`src/rtl/fp_minmax_reduce.sv`:
```
// Streaming sign-magnitude float min/max reduction with winner index; optional NaN-aware mode via FP_MINMAX_NAN_EN.
// Latency: result registered 1 cycle after the in_last beat is accepted.
// Backpressure: in_ready drops while a result waits in HOLD; out_data/out_idx hold until out_ready.
module fp_minmax_reduce #(
    parameter int EXP_W = 5,
    parameter int MAN_W = 10,
    parameter int IDX_W = 8,
    localparam int W = 1 + EXP_W + MAN_W
) (
    input  logic             clk,
    input  logic             rstn,
    input  logic             mode,
    input  logic             in_valid,
    output logic             in_ready,
    input  logic [W-1:0]     in_data,
    input  logic             in_last,
    output logic             out_valid,
    input  logic             out_ready,
    output logic [W-1:0]     out_data,
    output logic [IDX_W-1:0] out_idx
`ifdef FP_MINMAX_NAN_EN
    ,
    output logic             out_nan
`endif
);

    typedef enum logic [1:0] {
        IDLE = 2'd0,
        ACC  = 2'd1,
        HOLD = 2'd2
    } state_t;

    localparam logic [IDX_W-1:0] IDX_ONE = IDX_W'(1);

    state_t           state;
    logic [W-1:0]     best;
    logic [IDX_W-1:0] best_idx;
    logic [IDX_W-1:0] cnt;
    logic             mode_q;

    logic             accept;
    logic             first;
    logic             better;
    logic             take;
    logic [W-1:0]     nxt_best;
    logic [IDX_W-1:0] nxt_idx;

    // a < b under sign-magnitude ordering; -0 sorts below +0, infinities are plain extremes
    function automatic logic fp_lt(input logic [W-1:0] a, input logic [W-1:0] b);
        logic [W-2:0] ma;
        logic [W-2:0] mb;
        ma = a[W-2:0];
        mb = b[W-2:0];
        if (a[W-1] != b[W-1])
            return a[W-1];
        else if (a[W-1])
            return ma > mb;
        else
            return ma < mb;
    endfunction

`ifdef FP_MINMAX_NAN_EN
    localparam logic [W-1:0] QNAN = {1'b0, {EXP_W{1'b1}}, 1'b1, {(MAN_W-1){1'b0}}};

    logic best_nan;
    logic in_nan;
    logic nxt_nan;

    function automatic logic is_nan(input logic [W-1:0] a);
        return (a[W-2 -: EXP_W] == {EXP_W{1'b1}}) && (a[MAN_W-1:0] != '0);
    endfunction
`endif

    assign in_ready = (state != HOLD);
    assign accept   = in_valid & in_ready;
    assign first    = (state == IDLE);

    always_comb begin
        better = mode_q ? fp_lt(best, in_data) : fp_lt(in_data, best);
`ifdef FP_MINMAX_NAN_EN
        in_nan = is_nan(in_data);
        // a NaN never displaces a number, a number always displaces a NaN
        if (first)
            take = 1'b1;
        else if (best_nan)
            take = !in_nan;
        else
            take = !in_nan && better;
        nxt_nan = take ? in_nan : best_nan;
`else
        take = first | better;
`endif
        nxt_best = take ? in_data : best;
        nxt_idx  = first ? '0 : (take ? cnt : best_idx);
    end

    always_ff @(posedge clk or negedge rstn) begin
        if (!rstn) begin
            state     <= IDLE;
            best      <= '0;
            best_idx  <= '0;
            cnt       <= '0;
            mode_q    <= 1'b0;
            out_valid <= 1'b0;
            out_data  <= '0;
            out_idx   <= '0;
`ifdef FP_MINMAX_NAN_EN
            best_nan  <= 1'b0;
            out_nan   <= 1'b0;
`endif
        end else begin
            case (state)
                IDLE, ACC: begin
                    if (accept) begin
                        best     <= nxt_best;
                        best_idx <= nxt_idx;
                        cnt      <= first ? IDX_ONE : cnt + IDX_ONE;
                        if (first)
                            mode_q <= mode;
`ifdef FP_MINMAX_NAN_EN
                        best_nan <= nxt_nan;
`endif
                        if (in_last) begin
                            state     <= HOLD;
                            out_valid <= 1'b1;
`ifdef FP_MINMAX_NAN_EN
                            out_data  <= nxt_nan ? QNAN : nxt_best;
                            out_idx   <= nxt_nan ? '0 : nxt_idx;
                            out_nan   <= nxt_nan;
`else
                            out_data  <= nxt_best;
                            out_idx   <= nxt_idx;
`endif
                        end else begin
                            state <= ACC;
                        end
                    end
                end
                HOLD: begin
                    if (out_ready) begin
                        state     <= IDLE;
                        out_valid <= 1'b0;
                    end
                end
                default: begin
                    state     <= IDLE;
                    out_valid <= 1'b0;
                end
            endcase
        end
    end

endmodule
```
`config.mk`:
```
export PLATFORM = sky130hd
export DESIGN_NAME = fp_minmax_reduce
export DESIGN_NICKNAME = d
export VERILOG_FILES = /design/src/rtl/fp_minmax_reduce.sv
export SDC_FILE = /design/constraint.sdc
export NUM_CORES = 1
export LEC_CHECK = 0
export CAP_MARGIN = 25
export CELL_PAD_IN_SITES_DETAIL_PLACEMENT = 0
export CELL_PAD_IN_SITES_GLOBAL_PLACEMENT = 1
export CORE_ASPECT_RATIO = 0.8
export CORE_MARGIN = 8
export CORE_UTILIZATION = 42
export DETAILED_ROUTE_END_ITERATION = 10
export PLACE_DENSITY = 0.84
export SYNTH_ARGS = -nofsm -noshare
export SYNTH_HDL_FRONTEND = slang
export SYNTH_SLANG_ARGS = --single-unit
```
`constraint.sdc`:
```
create_clock -name clk -period 2.7 [get_ports clk]
set_input_delay 0.81 -clock clk [delete_from_list [all_inputs] [get_ports clk]]
set_output_delay 0.81 -clock clk [all_outputs]
set_load 0.02 [all_outputs]
```
==> impl_metrics.json <==
{
  "via_per_inst": 5.56,
  "synth_edf_count": 0,
  "gp_congestion": 0.836,
  "synth_top_area_frac": 0.444,
  "intPower_mw": 2.79,
  "grt_pass1_vias": 2983,
  "worst_slew_pin_slew_ps": 388,
  "route.detailed.drc": 0,
  "tritoncts": "built",
  "antenna_found_initial": 0,
  "port_buffers": 47,
  "synthesis.nets": 377,
  "slew_headroom": 0.742,
  "drt_iter0_markers": 174,
  "yosysUniqueCellTypes": 43,
  "wl_mm": 9.14,
  "ant_nets": 0,
  "nets": 452,
  "syn_to_final_growth_pct": 36.4,
  "num_rows": 29,
  "crit_chain": "dlygate4sd2_1 -> ha_4 -> nand4_1 -> a21oi_2 -> o21ai_4 -> a22o_4 -> a211oi_4 -> buf_6 -> buf_16 -> mux2_4",
  "numCtsBuffers": 9,
  "finalCritPeriodShare": 0.994,
  "cap_violations": 0,
  "irDropWorstVdd_v": 0.000518,
  "core_um2": 7870,
  "numClockSinks": 60,
  "cts_root_buffer": "clkbuf_8",
  "syn_avg_cell_area_um2": 9.98,
  "antenna-diode-count": 0,
  "leakage_nw": 2.02,
  "outcome": "finished, final reports clean",
  "cp.arrival_ps": 2910,
  "post-dp-hpwl_mm": 6.49,
  "grt_usage": 0.178,
  "routedWlPerCell_um": 17.3,
  "start_util": 0.430,
  "whs_ps": 326,
  "ios": 48,
  "drive_above_1_share": 0.263,
  "ys_seq_elements": 60,
  "synth_top_area_cell": "dfrtp_1",
  "yosys_warnings": 0,
  "final.setup_skew_ps": 10.3,
  "pwr-share-clk": 0.162,
  "cp-start-kind": "input pin",
  "combPwrFrac": 0.527,
  "cts_hold_buf": 0,
  "dr.pass1.iters": 4,
  "fmax_ghz": 0.373,
  "clock_latency_ps": 340,
  "swShare": 0.402,
  "tns_ps": 0,
  "hold_path.class": "input pin to async pin",
  "die_w_um": 116,
  "required_ps": 2920,
  "maxSlewViolCount": 0,
  "clkTransAtPathRegs_ps": 70,
  "grt-ovfl-total": 0,
  "final_util": 0.586,
  "setup_viol": 0,
  "yosys-top-cells-count": "dfrtp_1 (60), nand3_1 (30), inv_1 (26)",
  "fillers": 689,
  "cpLargestDelayFamily": "compound AO/OA/AOI/OAI gates",
  "htreeDepth": 3,
  "grt_pass1_wl_mm": 15.3,
  "slowest_delay_ps": 290,
  "path_class": "input pin to flop",
  "fin_crit_ps": 2680,
  "cts_buffer_depth": 2,
  "rsz0062_at_grt": "true",
  "async_flop_share": 1.00,
  "path_max_fanout": 5,
  "crit_buf_inv": 3,
  "multi_input_area_um2": 1860,
  "p_total_mw": 4.66,
  "num_vias": 2929,
  "syn_inst": 339,
  "die_area_um2": 11200,
  "synth_most_common_cell": "dfrtp_1",
  "p_seq_frac": 0.311,
  "p_per_area_nw_per_um2": 1010,
  "seq_area_um2": 1500,
  "end_kind": "flop",
  "grt_max_degree": 35,
  "crit_path_top_delay_cell": "mux2_4",
  "ys.flop_type": "dfrtp_1",
  "power.switching_mw": 1.87,
  "chipHeight_um": 96.3,
  "synth.area.top_cells": "dfrtp_1 (44%), o2111ai_1 (6.2%), ha_1 (5.9%)",
  "yosysSeqAreaShare": 0.444,
  "synth_area_um2": 3380,
  "hold_viol_final": 0
}
## state kept, by name, summed over array words and instances, names as in the netlist
register and flops:
best 16, mode_q 1, out_valid 1, out_data 16
cnt 8, out_idx 8, state 2, best_idx 8
## through the flow
step                std cells  area [µm²]  setup slack, ps
floorplan                 339        3520            -55.6
global placement          506        4350             -636
detailed placement        506        4350             -649
CTS                       526        4610             3.45
global route              527        4610            -38.2
finish                    527        4610             16.5
## metal layers
layer | vias up | global-route usage | share of wire
li1 | 1411 | - | -
met3 | 4 | 0.0370 | 0.071
met4 | 0 | 0.0710 | 0.0082
met2 | 96 | 0.267 | 0.44
met5 | - | 0 | 0
met1 | 1418 | 0.246 | 0.48
## layout make-up
cell class / count / share of cell area
Timing Repair Buffer: 90 / 0.181
Clock buffer: 15 / 0.0383
Sequential cell: 60 / 0.326
Tap cell: 108 / 0.0293
Inverter: 26 / 0.0212
Multi-Input combinational cell: 227 / 0.404
Clock inverter: 1 / 0.00109
## final timing paths
check                                         from  slack [ps]                        to  cells past startpoint
min reg2reg                out_data[7]$_DFFE_PN0P_         500   out_data[7]$_DFFE_PN0P_                      2
min in group clk           out_data[7]$_DFFE_PN0P_         500   out_data[7]$_DFFE_PN0P_                      2
min                                           rstn         330  out_data[10]$_DFFE_PN0P_                      1
max                                     in_data[6]          20       best[4]$_DFFE_PN0P_                     10
max reg2reg                   best[11]$_DFFE_PN0P_         210       best[4]$_DFFE_PN0P_                     11
max in group asynchronous                     rstn        1710       best[2]$_DFFE_PN0P_                      2
## power groups by stage
stage | logic (mW) | clock network (mW) | registers, mW
after floorplan | 1.22 | 0 | 1.57
after global placement | 2.26 | 0 | 1.45
after detailed placement | 2.30 | 0 | 1.46
after CTS | 2.44 | 0.772 | 1.45
after global routing | 2.65 | 0.805 | 1.50
final | 2.46 | 0.757 | 1.45
## logic make-up after synthesis
family                     count (synthesis)  share of synthesized area
buffers and inverters                     52                     0.0651
adders and majority gates                 16                     0.0592
DFF                                       60                      0.444
AOI/OAI and AO/OA                         79                      0.171
muxes                                     17                     0.0677
xor gates and xnor gates                   8                     0.0207
and+or+nand+nor                          107                      0.172
## cell usage in the layout (no fill, tap or decap), types with 8 or more instances in the layout
cell type	Yosys	routed
nor2_1	10	10
o2bb2ai_1	8	8
a21oi_1	25	21
clkdlybuf4s50_1	0	31
o2111ai_1	24	24
inv_1	26	25
o211ai_1	8	8
dfrtp_1	60	60
buf_4	0	35
nand2_1	18	17
and3_1	17	17
nand3_1	30	30
nand4_1	17	17
ha_4	0	10
mux2_4	10	13
clkbuf_8	0	12
## what timing repair did
| item | CTS | global route |
|---|---|---|
| setup buffers | 3 | 2 |
| setup endpoints to repair | 48 | 24 |
| pin swaps | 15 | 11 |
| gates resized for setup | 41 | 13 |
| hold endpoints to repair | 0 | 0 |
| cloned | 1 | 0 |
(Power assumes the default switching activity.)
